<file path="config.mk">
export PLATFORM = sky130hd
export DESIGN_NAME = hvsync_generator
export DESIGN_NICKNAME = d
export VERILOG_FILES = /design/src/rtl/hvsync_generator_pkg.sv /design/src/rtl/hvsync_generator.sv
export SDC_FILE = /design/constraint.sdc
export NUM_CORES = 1
export LEC_CHECK = 0
export ABC_CLOCK_PERIOD_IN_PS = 2850
export CAP_MARGIN = 20
export CORE_MARGIN = 2
export CORE_UTILIZATION = 45
export DETAILED_ROUTE_END_ITERATION = 12
export PLACE_DENSITY = 0.71
export SLEW_MARGIN = 10
export SYNTH_ARGS = -nofsm -noshare
export SYNTH_HDL_FRONTEND = slang
export SYNTH_SLANG_ARGS = --single-unit
</file>
<file path="constraint.sdc">
create_clock -name clk -period 2.85 [get_ports clk]
set_input_delay 0.57 -clock clk [delete_from_list [all_inputs] [get_ports clk]]
set_output_delay 0.57 -clock clk [all_outputs]
set_load 0.1 [all_outputs]
</file>
<file path="src/rtl/hvsync_generator_pkg.sv">
`default_nettype none
// ============================================================================
// Module : hvsync_generator_pkg
// Brief  : Shared video-timing constants (640x480@60 defaults) and helpers.
// Rev    : 1.0  initial release
// ============================================================================
package hvsync_generator_pkg;

    localparam int HV_CNT_W     = 10;

    localparam int HV_H_DISPLAY = 640;
    localparam int HV_H_FRONT   = 16;
    localparam int HV_H_SYNC    = 96;
    localparam int HV_H_BACK    = 48;
    localparam int HV_V_DISPLAY = 480;
    localparam int HV_V_FRONT   = 10;
    localparam int HV_V_SYNC    = 2;
    localparam int HV_V_BACK    = 33;

    localparam int HV_H_TOTAL   = HV_H_DISPLAY + HV_H_FRONT + HV_H_SYNC + HV_H_BACK;
    localparam int HV_V_TOTAL   = HV_V_DISPLAY + HV_V_FRONT + HV_V_SYNC + HV_V_BACK;

    typedef logic [HV_CNT_W-1:0] hv_cnt_t;

    // Half-open window test [lo, hi) on a counter value.
    function automatic logic in_window(hv_cnt_t v, hv_cnt_t lo, hv_cnt_t hi);
        return (v >= lo) && (v < hi);
    endfunction

endpackage : hvsync_generator_pkg
`default_nettype wire

</file>
<file path="src/rtl/hvsync_generator.sv">
`default_nettype none
// ============================================================================
// Module : hvsync_generator
// Brief  : Free-running raster counters with registered sync/blanking outputs.
// Rev    : 1.0  initial release
// ============================================================================
module hvsync_generator
    import hvsync_generator_pkg::*;
#(
    parameter int   H_DISPLAY   = HV_H_DISPLAY,
    parameter int   H_FRONT     = HV_H_FRONT,
    parameter int   H_SYNC      = HV_H_SYNC,
    parameter int   H_BACK      = HV_H_BACK,
    parameter int   V_DISPLAY   = HV_V_DISPLAY,
    parameter int   V_FRONT     = HV_V_FRONT,
    parameter int   V_SYNC      = HV_V_SYNC,
    parameter int   V_BACK      = HV_V_BACK,
    parameter logic SYNC_ACTIVE = 1'b0
) (
    input  wire logic    clk,
    input  wire logic    reset,
    output logic         hsync,
    output logic         vsync,
    output logic         display_on,
    output hv_cnt_t      hpos,
    output hv_cnt_t      vpos
);

    localparam int      H_TOTAL  = H_DISPLAY + H_FRONT + H_SYNC + H_BACK;
    localparam int      V_TOTAL  = V_DISPLAY + V_FRONT + V_SYNC + V_BACK;

    localparam hv_cnt_t H_LAST   = hv_cnt_t'(H_TOTAL - 1);
    localparam hv_cnt_t V_LAST   = hv_cnt_t'(V_TOTAL - 1);
    localparam hv_cnt_t H_VIS    = hv_cnt_t'(H_DISPLAY);
    localparam hv_cnt_t V_VIS    = hv_cnt_t'(V_DISPLAY);
    localparam hv_cnt_t HS_START = hv_cnt_t'(H_DISPLAY + H_FRONT);
    localparam hv_cnt_t HS_END   = hv_cnt_t'(H_DISPLAY + H_FRONT + H_SYNC);
    localparam hv_cnt_t VS_START = hv_cnt_t'(V_DISPLAY + V_FRONT);
    localparam hv_cnt_t VS_END   = hv_cnt_t'(V_DISPLAY + V_FRONT + V_SYNC);

    hv_cnt_t hpos_q, hpos_d;
    hv_cnt_t vpos_q, vpos_d;
    logic    hsync_q, hsync_d;
    logic    vsync_q, vsync_d;
    logic    display_q, display_d;
    logic    line_end;

    // Wrap on ">=" so an out-of-range power-up value recovers within one line.
    always_comb begin
        line_end  = (hpos_q >= H_LAST);
        hpos_d    = line_end ? '0 : hpos_q + hv_cnt_t'(1);
        vpos_d    = vpos_q;
        if (line_end) begin
            vpos_d = (vpos_q >= V_LAST) ? '0 : vpos_q + hv_cnt_t'(1);
        end
        // Decoded from next-state counters so the registered flags align with hpos/vpos.
        hsync_d   = in_window(hpos_d, HS_START, HS_END) ? SYNC_ACTIVE : ~SYNC_ACTIVE;
        vsync_d   = in_window(vpos_d, VS_START, VS_END) ? SYNC_ACTIVE : ~SYNC_ACTIVE;
        display_d = (hpos_d < H_VIS) && (vpos_d < V_VIS);
    end

    always_ff @(posedge clk or posedge reset) begin
        if (reset) begin
            hpos_q    <= '0;
            vpos_q    <= '0;
            hsync_q   <= ~SYNC_ACTIVE;
            vsync_q   <= ~SYNC_ACTIVE;
            display_q <= 1'b1;
        end else begin
            hpos_q    <= hpos_d;
            vpos_q    <= vpos_d;
            hsync_q   <= hsync_d;
            vsync_q   <= vsync_d;
            display_q <= display_d;
        end
    end

    assign hpos       = hpos_q;
    assign vpos       = vpos_q;
    assign hsync      = hsync_q;
    assign vsync      = vsync_q;
    assign display_on = display_q;

endmodule : hvsync_generator
`default_nettype wire

</file>
; Yosys cells after proc, flatten, opt, wreduce, memory -nomap -nowiden
; Index checks and enable logic that the tools add are counted.
[classes]
add_sub_neg = 2
muxes = 5
n_lt_le_gt_ge = 8
n_reduce_logical = 3
[ops]
columns = cell, n
row1 = $ge A10 B10 Y1 const B, 3
row2 = $mux W10, 3
row3 = $add A10 B1 Y10 const B, 2
row4 = $lt A10 B10 Y1 const B, 2
row5 = $lt A10 B9 Y1 const B, 2
row6 = $ge A10 B9 Y1 const B, 1
row7 = $logic_and A1 B1 Y1, 3
row8 = $mux W1, 2
[word_totals]
regBits = 23
output_inout_bits = 23
input_bits = 2

; Logic depth before layout (Yosys ltp)
[depth]
ltp_word = 6
depth_mapped = 8

; Worst setup path before layout
; OpenSTA, ideal clock, no wires.
[synth_path]
path_type = register -> register
startpoint = reg hpos_q[0] (netlist: hpos[0])
endpoint = reg vsync_q (netlist: vsync)
setup_slack_ns = 0.080
arrival_time_ns = 2.669
required_ns = 2.749
synth_period_minus_slack_ns = 2.770
setup_time_ns = 0.101
n_path_buf = 1
stages_incl_launch_ff = 8
path_cell_list = dfrtp_1 ha_1 and4_1 buf_2 o211ai_1 or4_1 a32oi_1 o2111ai_2
[synth_between]
elab_chain_len = 5
elab_cells_between_ends = 6
[synth_lines]
columns = item, line
row1 = start: declaration, hvsync_generator.sv:41  ; hv_cnt_t hpos_q, hpos_d;
row2 = start signal: assignment, hvsync_generator.sv:70  ; hpos_q <= hpos_d;
row3 = $ge A10 B10 Y1 *, hvsync_generator.sv:50  ; line_end = (hpos_q >= H_LAST);
row4 = $mux W10 *, hvsync_generator.sv:53  ; if (line_end) begin
row5 = $ge A10 B9 Y1 or $lt A10 B9 Y1 (tied branches), hvsync_generator_pkg.sv:27  ; return (v >= lo) && (v < hi);
row6 = $logic_and A1 B1 Y1 *, hvsync_generator_pkg.sv:27
row7 = $mux W1 *, hvsync_generator.sv:58  ; vsync_d = in_window(vpos_d, VS_START, VS_END) ? SYNC_ACTIVE : ~SYNC_ACTIVE;
row8 = named net vsync_d, hvsync_generator.sv:44  ; logic vsync_q, vsync_d;
row9 = end signal: assignment, hvsync_generator.sv:67  ; vsync_q <= ~SYNC_ACTIVE;
row10 = end signal: assignment, hvsync_generator.sv:73  ; vsync_q <= vsync_d;
row11 = end: declaration, hvsync_generator.sv:44
; The timed path passes the listed nets; every way through them passes the cells marked *.

; Worst setup path in the final report
; Ends and elaborated chain as after synthesis.

==> summary.md <==
| Metric | Value |
|---|---|
| Status | `complete, no violations` |
| Core Util, Final | `a little over half` |
| Mean Syn Cell Area | `between 9 and 10 um^2` |
| HP Start | `hpos[0]` |
| Initial antenna violation count | `0` |
| Synth warn | `0` |
| Post-CTS Resized | `0` |
| Setup bufs post-CTS | `0` |
| Crit end category | `flip-flop` |
| CP arrival | `approximately 2.6 ns` |
| Area of the multi-input gates | `between 600 and 700 um^2` |
| Via count | `between 1000 and 1500` |
| Ant diodes | `0` |
| Bufs on Longest Clock Path | `2` |
| MaxCap Viol Count | `0` |
| Maximum VDD drop | `between 150 and 200 uV` |
| Top_reg_cell synth | `dfrtp_1` |
| Reg2reg path depth | `6` |
| Hold Crit Class | `reg2reg` |
| EDFF count, synth | `0` |
| WL/cell | `15.2 um` |
| TritonCTS clock tree | `built` |
| Share of the synthesized area in the top cell type | `38.6%` |
| Combinational Power Share | `1.5%` |
| Final setup viols | `0` |
| Initial Utilization | `a little under half` |
| Max Slew Vio Count | `0` |
| Iteration-0 DRC Markers | `66` |
| Number of distinct library cells after synthesis | `35` |
| I/O Buffers | `24` |
| Reg-to-Reg Start | `hpos[0]` |
| Filler cells | `about 260` |
| GP Congestion | `approximately 0.9` |
| Synthesized flop and latch total | `23` |
| Final cycle utilization of the critical path | `approximately four fifths` |
| Post-Layout Inst Area | `1520 um^2` |
| Post-route setup TNS | `0 ns` |
| Fmax | `432 MHz` |
| Area grow syn2layout | `17.0%` |
| Tmin final | `roughly 2.3 ns` |
| Post-synth top area cell | `dfrtp_1` |
| Vias in the first global route | `between 1000 and 1500` |
| Top cells by area, synth | `dfrtp_1 (39%), dfstp_2 (6.1%), nand2_1 (5.5%), o21ai_0 (5.4%), xnor2_1 (3.4%)` |
| Worst slack, placed | `roughly 0.53 ns` |
| Power density of the placed cells | `317 nW/um^2` |
| RSZ-0062 raised after global routing | `no` |
| Clk_lat worst skew | `approximately 0.30 ns` |
| Fin. Hold Viols | `0` |
| Seq/Total Area, Yosys | `between 40% and 50%` |
| # DRC | `0` |
| Critical Path Start Type | `flip-flop` |
| Req. time, crit path | `3.08 ns` |
| Synth top cells by count | `dfrtp_1 (20), nand2_1 (19), o21ai_0 (14), nor2_1 (9)` |
| Largest net degree at the start of global routing | `24` |
| Root buffer cell | `clkbuf_4` |
| Clk pwr share | `30.5%` |
| Flop pwr share | `between 60% and 70%` |
| Die X | `57.7 um` |
| CTS buffer count | `3` |
| P_int | `between 0.3 and 0.4 mW` |
| Switch share | `between 20% and 30%` |
| Core area | `~2800 um^2` |
| Proportion of layout cells with a drive suffix above 1 | `a little over a fifth` |
| Max-Slew Margin vs Limit | `43.1%` |
| Congestion Overflow GR | `0` |
| GRT Overall Usage | `19.3%` |
| Dpl hpwl | `about 2200 um` |
| CP Launch Point | `hpos[0]` |
| CTS sink cnt | `23` |
| H-tree depth | `1` |
| R2R Path End | `vsync` |
| Hold depth | `1` |
| FF-to-FF setup slack | `about 0.53 ns` |
| Clock skew | `between 0.01 and 0.015 ns` |
| Routed Antenna Nets | `0` |
| Most frequent cell after synthesis | `dfrtp_1` |
| IO Count | `25` |
| Hold Crit Endpoint | `hpos[0]` |
| Cts-stage hold buffer count | `0` |
| Post-Synthesis Cells | `between 100 and 150` |
| FP Rows | `19` |
| Netlist Area Pre-Place | `around 1300 um^2` |
| Total routed wirelength | `around 3000 um` |
| Leakage | `0.658 nW` |
| First-pass iteration count of the detailed router | `4` |
| Critical path class | `reg2reg` |
| WHS | `about 0.53 ns` |
| Sw Pwr | `around 0.098 mW` |
| Async SR Flop Fraction | `between 90% and 100%` |
| Clk slew on worst S/H paths | `0.13 ns` |
| Avg Vias per Cell | `a little over 6` |
| Global-route wire length before repair | `slightly below 5000 um` |
| Least-Margin Pin Slew | `0.852 ns` |
| Total Nets Final | `roughly 170` |
| Placed cell areas | `~1500 um^2` |
| DIE HEIGHT | `about 58 um` |
| Die area | `roughly 3300 um^2` |
| Post-route setup slack | `roughly 0.53 ns` |
| Reg area | `579 um^2` |
| Mapped Nets | `149` |
| Crit-path max FO | `8` |
-- routing by layer --
layer | track usage (%) | share of wire (%)
met5 | 0 | 0
met1 | 23.7 | 42
met2 | 33.4 | 52
met3 | 3.13 | 5.2
met4 | 8.31 | 1.2
-- final cells by class --
type | count | area share [%]
Tap cell | 31 | 2.56
Inverter | 7 | 1.73
Multi-Input combinational cell | 106 | 43.2
Clock buffer | 4 | 1.73
Sequential cell | 23 | 38.2
Timing Repair Buffer | 25 | 12.5
-- layout by cell type (no fill, tap or decap), types with 2 or more instances in the layout --
| cell | Yosys | layout |
|---|---|---|
| dfrtp_1 | 20 | 20 |
| xor2_1 | 2 | 2 |
| ha_1 | 3 | 3 |
| nor3_1 | 7 | 7 |
| a31oi_1 | 2 | 2 |
| o31ai_1 | 2 | 2 |
| buf_4 | 0 | 24 |
| nand3_1 | 7 | 7 |
| a21oi_1 | 7 | 7 |
| and2_1 | 2 | 2 |
| a41oi_1 | 2 | 2 |
| or4_4 | 2 | 2 |
| dfstp_2 | 3 | 3 |
| xnor2_1 | 5 | 5 |
| nand2_1 | 19 | 19 |
| clkbuf_4 | 0 | 3 |
| inv_1 | 7 | 7 |
| nor4_1 | 3 | 3 |
| nor2_1 | 9 | 9 |
| and3_1 | 4 | 4 |
| o211ai_1 | 3 | 3 |
| o21ai_0 | 14 | 14 |
-- cell families after synthesis --
kind of cell | synth area share (%)
xor+xnor | 4.73
simple gates | 21.8
compound gates | 21.1
fa+ha+maj | 2.90
buf+inv | 4.73
flops | 44.7
-- power groups by stage --
stage          logic (mW)  registers, mW  clock network, mW
6_report          0.00735          0.327              0.147
5_1_grt           0.00924          0.327              0.165
4_1_cts           0.00818          0.327              0.154
3_5_place_dp      0.00813          0.333                  0
3_3_place_gp      0.00779          0.333                  0
2_1_floorplan     0.00483          0.333                  0
-- critical path: stages, from the launching register on --
cell	delay [ns]
dfrtp_1	0.43
ha_1	0.21
and4_1	0.33
o211ai_1	0.29
or4_1	0.58
a32oi_1	0.26
o2111ai_2	0.15
-- per-stage QoR --
stage | total power, mW | std cells
after floorplan | 0.337 | 144
after global placement | 0.340 | 192
after detailed placement | 0.341 | 192
after CTS | 0.489 | 196
after global routing | 0.501 | 196
final | 0.481 | 196
-- worst max-delay path by stage --
stage                        to  cells after the start
after floorplan           vsync                      7
after global placement    vsync                      6
after detailed placement  vsync                      6
after CTS                 vsync                      6
after global routing      vsync                      6
final                     vsync                      6
-- registers in the layout, summed over array words and instances (netlist names) --
| signal | flops |
|---|---|
| display_on | 1 |
| hpos | 10 |
| vsync | 1 |
| vpos | 10 |
| hsync | 1 |
No activity file was read; power rests on OpenSTA's default activity.
